**src/rtl/itrx_aib_phy_redn_ctrl.sv**
```systemverilog
// itrx_aib_phy_redn_ctrl
// Sequences a redundancy-mux update for a row of AIB IO cells. A repair
// request is accepted only while idle; the IO is then held quiet, the new
// engage vector is loaded in one SWITCH cycle, the muxes are given time to
// settle, and the IO is released with a one-cycle done pulse.
//
// Engage vector: bit i is set when i >= the latched failing index, so every
// cell from the failing one upward shifts onto its neighbour. An index
// >= NCELL disengages all cells.
//
// Optional feature, selected with the macro ITRX_AIB_PHY_REDN_CTRL_LOCK_EN:
// once a sequence finishes with a nonzero engage vector, the repair is locked.
// Later requests are refused with a one-cycle err pulse. Only reset clears
// the lock. In the default build there is no lock and err_o is tied low.
//
// Handshake: req_i is a level that is sampled only in IDLE. Acceptance is
// confirmed by a one-cycle ack_o pulse in the first QUIESCE cycle. The end of
// the sequence is marked by a one-cycle done_o pulse in the RELEASE cycle.
// While busy_o is high, req_i and fail_idx_i are ignored.
//
// dbg_state_o exposes the FSM state: 0 IDLE, 1 QUIESCE, 2 SWITCH,
// 3 SETTLE, 4 RELEASE.

module itrx_aib_phy_redn_ctrl #(
   parameter int NCELL       = 24,
   parameter int IDXW        = 5,
   parameter int QUIESCE_CYC = 8,
   parameter int SETTLE_CYC  = 16
) (
   input  logic              clk_i,
   input  logic              rst_i,
   input  logic              req_i,
   input  logic [IDXW-1:0]   fail_idx_i,
   output logic              ack_o,
   output logic              done_o,
   output logic              busy_o,
   output logic              io_quiesce_o,
   output logic [NCELL-1:0]  redn_engage_o,
   output logic              err_o,
   output logic [2:0]        dbg_state_o
);

   typedef enum logic [2:0] {
      ST_IDLE    = 3'd0,
      ST_QUIESCE = 3'd1,
      ST_SWITCH  = 3'd2,
      ST_SETTLE  = 3'd3,
      ST_RELEASE = 3'd4
   } state_e;

   // Counter reload values. A phase of N cycles counts N-1 down to 0.
   localparam logic [7:0]      QUIESCE_LOAD = 8'(QUIESCE_CYC - 1);
   localparam logic [7:0]      SETTLE_LOAD  = 8'(SETTLE_CYC - 1);
   localparam logic [IDXW-1:0] IDX_LIMIT    = IDXW'(NCELL);

   state_e            state_q;
   logic [7:0]        cnt_q;
   logic [IDXW-1:0]   idx_q;
   logic [NCELL-1:0]  engage_q;
   logic [NCELL-1:0]  engage_d;
   logic              quiesce_q;
   logic              ack_q;
   logic              done_q;
   logic              busy_q;
   logic              accept;

`ifdef ITRX_AIB_PHY_REDN_CTRL_LOCK_EN
   logic              lock_q;
   logic              err_q;

   assign accept = req_i && !lock_q;
   assign err_o  = err_q;
`else
   assign accept = req_i;
   assign err_o  = 1'b0;
`endif

   // Build the engage vector from the latched index.
   always_comb begin
      engage_d = '0;
      for (int i = 0; i < NCELL; i++) begin
         engage_d[i] = (idx_q < IDX_LIMIT) && (IDXW'(i) >= idx_q);
      end
   end

   // Repair sequencer. All outputs are registered here.
   always_ff @(posedge clk_i) begin
      if (rst_i) begin
         state_q   <= ST_IDLE;
         cnt_q     <= '0;
         idx_q     <= '0;
         engage_q  <= '0;
         quiesce_q <= 1'b0;
         ack_q     <= 1'b0;
         done_q    <= 1'b0;
         busy_q    <= 1'b0;
`ifdef ITRX_AIB_PHY_REDN_CTRL_LOCK_EN
         lock_q    <= 1'b0;
         err_q     <= 1'b0;
`endif
      end else begin
         ack_q  <= 1'b0;
         done_q <= 1'b0;
`ifdef ITRX_AIB_PHY_REDN_CTRL_LOCK_EN
         err_q  <= 1'b0;
`endif
         case (state_q)
            ST_IDLE: begin
               if (accept) begin
                  state_q   <= ST_QUIESCE;
                  idx_q     <= fail_idx_i;
                  cnt_q     <= QUIESCE_LOAD;
                  ack_q     <= 1'b1;
                  quiesce_q <= 1'b1;
                  busy_q    <= 1'b1;
               end
`ifdef ITRX_AIB_PHY_REDN_CTRL_LOCK_EN
               if (req_i && lock_q) begin
                  err_q <= 1'b1;
               end
`endif
            end
            ST_QUIESCE: begin
               if (cnt_q == 8'd0) begin
                  state_q <= ST_SWITCH;
               end else begin
                  cnt_q <= cnt_q - 8'd1;
               end
            end
            ST_SWITCH: begin
               // The only edge where the mux selection is allowed to move.
               engage_q <= engage_d;
               cnt_q    <= SETTLE_LOAD;
               state_q  <= ST_SETTLE;
            end
            ST_SETTLE: begin
               if (cnt_q == 8'd0) begin
                  state_q   <= ST_RELEASE;
                  quiesce_q <= 1'b0;
                  done_q    <= 1'b1;
               end else begin
                  cnt_q <= cnt_q - 8'd1;
               end
            end
            ST_RELEASE: begin
               state_q <= ST_IDLE;
               busy_q  <= 1'b0;
`ifdef ITRX_AIB_PHY_REDN_CTRL_LOCK_EN
               lock_q  <= lock_q | (|engage_q);
`endif
            end
            default: begin
               state_q   <= ST_IDLE;
               quiesce_q <= 1'b0;
               busy_q    <= 1'b0;
            end
         endcase
      end
   end

   assign ack_o         = ack_q;
   assign done_o        = done_q;
   assign busy_o        = busy_q;
   assign io_quiesce_o  = quiesce_q;
   assign redn_engage_o = engage_q;
   assign dbg_state_o   = state_q;

endmodule

```
**config.mk**
```make
export PLATFORM = sky130hd
export DESIGN_NAME = itrx_aib_phy_redn_ctrl
export DESIGN_NICKNAME = d
export VERILOG_FILES = /design/src/rtl/itrx_aib_phy_redn_ctrl.sv
export SDC_FILE = /design/constraint.sdc
export NUM_CORES = 1
export LEC_CHECK = 0
export BUFFER_PORTS_ARGS = -buffer_cell sky130_fd_sc_hd__buf_4
export CORE_UTILIZATION = 47
export CTS_CLUSTER_DIAMETER = 200
export DETAILED_ROUTE_END_ITERATION = 10
export PLACE_DENSITY = 0.71
export SETUP_SLACK_MARGIN = 0.1
export SLEW_MARGIN = 20
export SYNTH_ARGS = -nofsm -noshare
export SYNTH_HDL_FRONTEND = slang
export SYNTH_SLANG_ARGS = --single-unit
export TNS_END_PERCENT = 1
```
**constraint.sdc**
```tcl
create_clock -name clk_i -period 2.2 [get_ports clk_i]
set_input_delay 0.11 -clock clk_i [delete_from_list [all_inputs] [get_ports clk_i]]
set_output_delay 0.11 -clock clk_i [all_outputs]
set_load 0.01 [all_outputs]
```
==> results of run 1 <==
[per-layer routing]
layer | share of wire [%] | up-vias
met5 | 0 | -
met4 | 1.4 | 0
met3 | 4.1 | 6
met2 | 42 | 34
met1 | 52 | 724
li1 | - | 819
[power breakdown]
group          internal, µW  switching, µW
clock network           336            281
logic                   257            261
registers               889           90.4
total                  1480            632
[cell usage after synthesis (2+ instances only)]
cell,instances
a2111oi_0,2
a211oi_1,3
a21oi_1,21
a22oi_1,6
a311oi_1,8
and2_1,2
buf_2,3
clkbuf_1,13
dfxtp_1,44
ha_1,2
inv_1,5
mux2i_1,4
nand2_1,5
nor2_1,40
nor2b_1,2
nor3_1,7
o211ai_1,3
o21ai_0,10
o22ai_1,2
o31ai_1,2
or2_2,3
[registers in the layout, indices dropped and copies added (netlist names)]
register / flops
busy_o: 1
io_quiesce_o: 1
ack_o: 1
done_o: 1
dbg_state_o: 3
idx_q: 5
cnt_q: 8
redn_engage_o: 24
[cell type report]
class                           instances  area share [%]
Clock inverter                          3            1.87
Tap cell                               48            2.64
Clock buffer                            5            3.03
Inverter                                5           0.826
Timing Repair Buffer                   45            14.9
Sequential cell                        44            38.8
Multi-Input combinational cell        144            38.0
[per-stage QoR]
step / hold slack, ns / instance area [µm²] / power, µW
floorplan: 0.249 / 1840 / 1330
global placement: 0.333 / 2160 / 1500
detailed placement: 0.351 / 2160 / 1510
CTS: 0.0357 / 2270 / 2130
global route: 0.0519 / 2270 / 2250
finish: 0.0406 / 2270 / 2110
[final timing paths]
check | endpoint | slack [ns] | startpoint | depth (start not counted)
setup / recovery | cnt_q[7]$_SDFFE_PP0P_ | 0.24 | cnt_q[0]$_SDFFE_PP0P_ | 6
hold / removal | idx_q[1]$_SDFFE_PP0P_ | 0.04 | fail_idx_i[1] | 3
setup reg to reg | cnt_q[7]$_SDFFE_PP0P_ | 0.24 | cnt_q[0]$_SDFFE_PP0P_ | 6
hold reg to reg | redn_engage_o[9]$_SDFFE_PP0P_ | 0.46 | redn_engage_o[9]$_SDFFE_PP0P_ | 2
[critical path: stages (launching register included)]
cell and delay (ns):
dfxtp_1 0.41, inv_1 0.08, ha_1 0.21, nor4bb_1 0.16
a211o_1 0.38, or4_1 0.52, a21oi_1 0.14
[cells by family (layout without fill, tap and decap cells)]
group,Yosys count,after routing
DFF,44,44
muxes,4,4
AOI/OAI and AO/OA,61,61
adders and majority gates,2,2
buffers and inverters,23,58
other,1,1
xor gates and xnor gates,1,1
and+or+nand+nor,75,75
==> impl_metrics.env, run 1 <==
export IMPL_crit_path_end_kind="register"
export IMPL_final_util_pct=61.1
export IMPL_synth_edff_count=0
export IMPL_io_buffers=38
export IMPL_synth_cells=211
export IMPL_clockRootBuffer="clkbuf_8"
export IMPL_dieHeight_um=64.5
export IMPL_ys_flop_type="dfxtp_1"
export IMPL_wl_per_cell_um=13.0
export IMPL_syn_cell_area_um2=1840
export IMPL_seq_area_frac_synth_pct=48.0
export IMPL_ir_worst_vdd_mv=0.523
export IMPL_setup_ws_ns=0.241
export IMPL_drt_iter0_markers=128
export IMPL_worst_pin_slew_ns=0.697
export IMPL_relSlewSlack_pct=53.1
export IMPL_dieArea_um2=4160
export IMPL_path_class="reg -> reg"
export IMPL_routed_wl_um=3830
export IMPL_grt_max_degree=42
export IMPL_final_nets=255
export IMPL_tritoncts="done"
export IMPL_setup_viol=0
export IMPL_synth_top_area_share_pct=48.0
export IMPL_cts_resized=0
export IMPL_mostFrequentLayoutCell="buf_4"
export IMPL_final_max_slew_viol_count=0
export IMPL_met1_usage_pct=28.9
export IMPL_syn_to_final_growth_pct=23.6
export IMPL_dp_final_hpwl_um=2550
export IMPL_antenna_cells=0
export IMPL_clock_latency_ns=0.30
export IMPL_crit_arrival_ns=2.20
export IMPL_maxCapViolCount=0
export IMPL_post_cts_setup_buffer_count=0
export IMPL_synth_compound_area_share_pct=21.6
export IMPL_antenna_found_initial=0
export IMPL_top_usage_layer="met2"
export IMPL_synth_top_family_by_area="compound AO/OA/AOI/OAI gates"
export IMPL_crit_required_ns=2.44
export IMPL_multiInputGateArea_um2=862
export IMPL_initial_core_util_pct=49.4
export IMPL_first_pass_iters=4
export IMPL_holdBufCountCts=0
export IMPL_drc=0
export IMPL_via_per_inst=5.38
export IMPL_synthSimpleGateAreaFrac_pct=21.1
export IMPL_skew_ns=0.00586
export IMPL_synth_mux_area_share_pct=2.18
export IMPL_tns_ns=0
export IMPL_grt_pass1_vias=1439
export IMPL_avgSynthCellArea_um2=8.71
export IMPL_coreArea_um2=3720
export IMPL_critPathMaxFanout=8
export IMPL_layout_common_cells="buf_4, dfxtp_1, nor2_1, a21oi_1, o21ai_0"
export IMPL_routed_via_count=1583
export IMPL_hold_path_class="in -> reg"
export IMPL_io_pins=40
export IMPL_yosys_area_share_xor_xnor_pct=0.477
export IMPL_ys_warn_count=0
export IMPL_grt_overflow_total=0
export IMPL_period_minus_slack_ns=1.96
export IMPL_regArea_um2=881
export IMPL_clkTransAtPathRegs_ns=0.08
export IMPL_htree_levels=2
export IMPL_final_layout_size_suffix_gt1_share_pct=26.0
export IMPL_grt_usage_pct=20.9
export IMPL_p_per_area_nw_per_um2=931
export IMPL_gp_congestion=0.791
export IMPL_grt_pass1_wl_um=6640
export IMPL_place_ws_ns=0.266
export IMPL_clock_sinks=44
export IMPL_async_reset_ff_share_pct=0
export IMPL_cts_made_buffers=5
export IMPL_p_leak_uw=0.000930
export IMPL_place_inst=286
export IMPL_chipWidth_um=64.5
export IMPL_fin_crit_sh_pct=89.1
export IMPL_use_met3_pct=6.16
export IMPL_ys_types=45
export IMPL_grt_util_met2_pct=30.4
export IMPL_fillerInstances=357
export IMPL_drtAntennaViolNets=0
export IMPL_rows=22
export IMPL_final_cells=294
export IMPL_synth_nets=221
export IMPL_worst_setup_path_start_kind="register"
export IMPL_hold_viol_final=0
export IMPL_fmax_mhz=510
export IMPL_synthAdderAreaFrac_pct=1.36
export IMPL_outcome="complete, no violations"
export IMPL_ys_top_cells_by_area="dfxtp_1, nor2_1, a21oi_1, a311oi_1, o21ai_0"
export IMPL_synth_seq_cells=44
export IMPL_rsz0062_at_grt="no"
export IMPL_clockBufferDepth=2
export IMPL_synth_top_cell_by_area="dfxtp_1"
(Power assumes the default switching activity.)
==> run 2: changes to the inputs <==
--- a/config.mk
+++ b/config.mk
@@ -10,6 +10,7 @@
 export CTS_CLUSTER_DIAMETER = 200
 export DETAILED_ROUTE_END_ITERATION = 10
 export PLACE_DENSITY = 0.71
+export RECOVER_POWER = 100
 export SETUP_SLACK_MARGIN = 0.1
 export SLEW_MARGIN = 20
 export SYNTH_ARGS = -nofsm -noshare
==> run 2 against run 1 <==
- combinational power fell by 12%
- cell area fell by 6.4%
- clock skew rose by 0.0012 ns
- power fell by 3.0%
- die area did not move
- non-clock buffer count did not move
- critical path depth did not move
- cell count did not move
- sequential power barely moved
- via count rose by 0.19%
- routed wire length fell by 0.16%
- sequential cell count did not move
- critical path type unchanged
- critical endpoint unchanged
- largest cell class unchanged
==> impl_metrics.env, run 2 (synthesis gave the netlist of run 1 again) <==
export IMPL_wl_met3_um=201
export IMPL_crit_arrival_ns=2.20
export IMPL_ir_worst_vdd_mv=0.490
export IMPL_first_pass_iters=4
export IMPL_drt_met1_wl_um=1960
export IMPL_holdBufCountCts=0
export IMPL_drc=0
export IMPL_grt_pass1_wl_um=6640
export IMPL_layout_common_cells="dfxtp_1, nor2_1, clkbuf_1, a21oi_1, o21ai_0"
export IMPL_wl_per_cell_um=13.0
export IMPL_final_cells=294
export IMPL_mostFrequentLayoutCell="dfxtp_1"
export IMPL_critPathMaxFanout=8
export IMPL_rsz0062_at_grt="no"
export IMPL_dp_final_hpwl_um=2550
export IMPL_clkTransAtPathRegs_ns=0.08
export IMPL_crit_path_end_kind="register"
export IMPL_rows=22
export IMPL_grt_pass1_vias=1439
export IMPL_p_per_area_nw_per_um2=965
export IMPL_holdPathStages=3
export IMPL_drtAntennaViolNets=0
export IMPL_clockRootBuffer="clkbuf_8"
export IMPL_cts_resized=0
export IMPL_tritoncts="done"
export IMPL_worstHoldStart="fail_idx_i[1]"
export IMPL_p_leak_uw=0.000775
export IMPL_post_cts_setup_buffer_count=0
export IMPL_routed_wl_um=3820
export IMPL_io_pins=40
export IMPL_hold_path_class="in -> reg"
export IMPL_highest_layer="met4"
export IMPL_period_minus_slack_ns=1.96
export IMPL_tns_ns=0
export IMPL_io_buffers=38
export IMPL_rr_startpoint="cnt_q[0]$_SDFFE_PP0P_"
export IMPL_setup_viol=0
export IMPL_skew_ns=0.00708
export IMPL_fin_crit_sh_pct=89.2
export IMPL_grt_usage_pct=20.9
export IMPL_clockBufferDepth=2
export IMPL_worst_setup_path_start_kind="register"
export IMPL_grt_max_degree=42
export IMPL_dieHeight_um=64.5
export IMPL_coreArea_um2=3720
export IMPL_grt_overflow_total=0
export IMPL_clock_sinks=44
export IMPL_via_per_inst=5.39
export IMPL_path_class="reg -> reg"
export IMPL_hold_path_end="idx_q[1]$_SDFFE_PP0P_"
export IMPL_final_max_slew_viol_count=0
export IMPL_crit_required_ns=2.44
export IMPL_place_inst=286
export IMPL_r2r_end="cnt_q[7]$_SDFFE_PP0P_"
export IMPL_final_layout_size_suffix_gt1_share_pct=10.6
export IMPL_drt_iter0_markers=175
export IMPL_htree_levels=2
export IMPL_critPathLaunch="cnt_q[0]$_SDFFE_PP0P_"
export IMPL_met2_length_um=1610
export IMPL_maxCapViolCount=0
export IMPL_largest_reg_flops=24
export IMPL_chipWidth_um=64.5
export IMPL_dieArea_um2=4160
export IMPL_initial_core_util_pct=49.4
export IMPL_antenna_cells=0
export IMPL_syn_to_final_growth_pct=15.7
export IMPL_cts_made_buffers=5
export IMPL_worst_pin_slew_ns=0.708
export IMPL_outcome="complete, no violations"
export IMPL_power_total_uw=2050
export IMPL_hold_viol_final=0
export IMPL_r2r_slack_ns=0.24
export IMPL_r2r_cells=6
export IMPL_fmax_mhz=510
export IMPL_final_util_pct=57.2
export IMPL_final_nets=255
export IMPL_antenna_found_initial=0
export IMPL_gp_congestion=0.791
export IMPL_routed_via_count=1586
export IMPL_clock_latency_ns=0.30
export IMPL_relSlewSlack_pct=52.4
-- run 2: cell type report --
| type | instances | area, µm² |
|---|---|---|
| Clock buffer | 5 | 68.8 |
| Multi-Input combinational cell | 144 | 851 |
| Tap cell | 48 | 60.1 |
| Sequential cell | 44 | 881 |
| Inverter | 5 | 18.8 |
| Fill cell | 385 | 1590 |
| Timing Repair Buffer | 45 | 203 |
| Clock inverter | 3 | 42.5 |
-- run 2: per-stage QoR --
| stage | worst slack [ns] | cell area [µm²] | hold slack, ns |
|---|---|---|---|
| 4_1_cts | 0.250 | 2270 | 0.0357 |
| 2_1_floorplan | 0.383 | 1840 | 0.249 |
| 5_1_grt | 0.0998 | 2120 | 0.0519 |
| 6_report | 0.238 | 2120 | 0.0427 |
| 3_3_place_gp | 0.314 | 2160 | 0.333 |
| 3_5_place_dp | 0.266 | 2160 | 0.351 |
-- run 2: worst max-delay path by stage --
stage,endpoint,slack [ns],cells after the start
3_5_place_dp,cnt_q[7]$_SDFFE_PP0P_,0.27,6
6_report,cnt_q[7]$_SDFFE_PP0P_,0.24,6
4_1_cts,cnt_q[7]$_SDFFE_PP0P_,0.25,6
5_1_grt,cnt_q[7]$_SDFFE_PP0P_,0.1,6
2_1_floorplan,cnt_q[7]$_SDFFE_PP0P_,0.38,6
3_3_place_gp,cnt_q[7]$_SDFFE_PP0P_,0.31,6
-- run 2: routing by layer --
| layer | vias up | track usage (%) |
|---|---|---|
| li1 | 819 | - |
| met3 | 6 | 6.16 |
| met1 | 720 | 28.9 |
| met5 | - | 0 |
| met4 | 0 | 8.06 |
| met2 | 41 | 30.4 |
-- run 2: worst max-delay path: stages (launching register included) --
cell and delay (ns):
dfxtp_1 0.41, inv_1 0.08, ha_1 0.21, nor4bb_1 0.16, a211o_1 0.38, or4_1 0.52, a21oi_1 0.14
-- run 2: power breakdown --
part           leakage, µW  internal, µW  switching [µW]
sequential        0.000359           889            87.3
clock            0.0000541           336             280
combinational     0.000362           197             260
==> run 3: changes to the inputs <==
--- a/config.mk
+++ b/config.mk
@@ -6,6 +6,7 @@
 export NUM_CORES = 1
 export LEC_CHECK = 0
 export BUFFER_PORTS_ARGS = -buffer_cell sky130_fd_sc_hd__buf_4
+export CORE_ASPECT_RATIO = 1.1
 export CORE_UTILIZATION = 47
 export CTS_CLUSTER_DIAMETER = 200
 export DETAILED_ROUTE_END_ITERATION = 10
==> run 3 against run 2 <==
- die area about the same
- utilization fell by 0.17 points
- non-clock buffer count decreased by 2
- critical path depth down 1
- global-route usage is 0.62 points lower
- combinational power decreased by 2%
- sequential share of layout area is 0.49 points higher
- cell area is 1.2% lower
- critical path type unchanged
- largest cell class unchanged
- highest routed layer unchanged
==> impl_metrics.env, run 3 (synthesis gave the netlist of run 1 again) <==
export IMPL_rsz0062_at_grt="no"
export IMPL_drc=0
export IMPL_grt_usage_pct=20.3
export IMPL_final_nets=253
export IMPL_layout_common_cells="dfxtp_1, nor2_1, clkbuf_1, a21oi_1, o21ai_0"
export IMPL_fmax_mhz=496
export IMPL_relSlewSlack_pct=54.8
export IMPL_gp_congestion=0.752
export IMPL_antenna_cells=0
export IMPL_worst_setup_path_start_kind="register"
export IMPL_crit_arrival_ns=2.24
export IMPL_worst_pin_slew_ns=0.672
export IMPL_holdBufCountCts=0
export IMPL_clockBufferDepth=2
export IMPL_fin_crit_sh_pct=91.7
export IMPL_place_inst=286
export IMPL_setup_viol=0
export IMPL_cts_resized=0
export IMPL_clock_latency_ns=0.29
export IMPL_routed_wl_um=3840
export IMPL_period_minus_slack_ns=2.02
export IMPL_hold_viol_final=0
export IMPL_routed_via_count=1593
export IMPL_tritoncts="done"
export IMPL_grt_pass1_wl_um=6200
export IMPL_io_buffers=38
export IMPL_rows=23
export IMPL_cts_made_buffers=5
export IMPL_tns_ns=0
export IMPL_dp_final_hpwl_um=2540
export IMPL_clockRootBuffer="clkbuf_8"
export IMPL_io_pins=40
export IMPL_final_cells=294
export IMPL_post_cts_setup_buffer_count=0
export IMPL_crit_required_ns=2.42
export IMPL_dieArea_um2=4160
export IMPL_maxCapViolCount=0
export IMPL_initial_core_util_pct=49.9
export IMPL_final_layout_size_suffix_gt1_share_pct=9.84
export IMPL_grt_pass1_vias=1407
export IMPL_ir_worst_vdd_mv=0.533
export IMPL_antenna_found_initial=0
export IMPL_syn_to_final_growth_pct=14.3
export IMPL_hold_path_class="in -> reg"
export IMPL_chipWidth_um=61.6
export IMPL_skew_ns=0.00528
export IMPL_outcome="complete, no violations"
export IMPL_via_per_inst=5.42
export IMPL_critPathMaxFanout=15
export IMPL_r2r_slack_ns=0.18
export IMPL_coreArea_um2=3680
export IMPL_final_max_slew_viol_count=0
export IMPL_dieHeight_um=67.6
export IMPL_grt_overflow_total=0
export IMPL_htree_levels=2
export IMPL_p_per_area_nw_per_um2=923
export IMPL_wl_per_cell_um=13.1
export IMPL_grt_max_degree=42
export IMPL_first_pass_iters=4
export IMPL_p_leak_uw=0.000763
export IMPL_drt_iter0_markers=116
export IMPL_drtAntennaViolNets=0
export IMPL_crit_path_end_kind="register"
export IMPL_largest_reg_flops=24
export IMPL_clock_sinks=44
export IMPL_mostFrequentLayoutCell="dfxtp_1"
export IMPL_clkTransAtPathRegs_ns=0.08
export IMPL_path_class="reg -> reg"
[run 3: cell count changes in the layout (fill, tap and decap cells not counted)]
| cell | change |
|---|---|
| buf_4 | -1 |
| bufinv_16 | -1 |
| clkbuf_1 | +1 |
| clkbuf_8 | +1 |
| clkinv_2 | -1 |
| clkinvlp_4 | -1 |
| nor3b_1 | -1 |
| nor3b_2 | +1 |
[run 3: layer usage]
layer / share of wire [%] / routed length [µm] / vias to the layer above / track usage (%)
met5: 0 / 0 / - / 0
met4: 1.1 / 44 / 0 / 7.50
met3: 4.2 / 162 / 4 / 5.56
met2: 48 / 1860 / 40 / 33.2
met1: 46 / 1780 / 738 / 25.1
li1: - / - / 811 / -
[run 3: worst paths after layout]
check	cells past startpoint	start	endpoint
hold / removal	3	fail_idx_i[1]	idx_q[1]$_SDFFE_PP0P_
setup reg to reg	5	dbg_state_o[1]$_SDFFE_PP0P_	redn_engage_o[8]$_SDFFE_PP0P_
setup / recovery	5	dbg_state_o[1]$_SDFFE_PP0P_	redn_engage_o[8]$_SDFFE_PP0P_
hold reg to reg	2	redn_engage_o[9]$_SDFFE_PP0P_	redn_engage_o[9]$_SDFFE_PP0P_
[run 3: critical path, cell delays in order (launching register included)]
cell and delay, ns:
dfxtp_1 0.50, or3b_1 0.56, clkbuf_1 0.34, nor2_1 0.32
a22oi_1 0.11, nor2_1 0.12
[run 3: metrics by stage]
stage,setup slack (ns),cell area (µm²),utilization [%],total power [µW],hold slack (ns)
after floorplan,0.383,1840,-,1330,0.249
after global placement,0.315,2150,58.3,1500,0.339
after detailed placement,0.260,2150,58.3,1510,0.354
after CTS,0.245,2240,60.7,2010,0.0532
after global routing,0.0769,2100,57.0,2060,0.0658
final,0.183,2100,57.0,1940,0.0535
[run 3: cell type report]
type	count	area [µm²]
fill	398	1580
sequential	44	881
multi-input combinational	144	856
timing repair buffer	43	191
clock buffer	8	90.1
tap	50	62.6
inverter	5	18.8
[run 3: power by group]
group          switching [µW]  total (µW)  leakage [µW]  internal (µW)
Combinational             254         449      0.000358            194
Sequential               93.9         983      0.000359            889
Clock                     250         506     0.0000455            256
Total                     598        1940      0.000763           1340
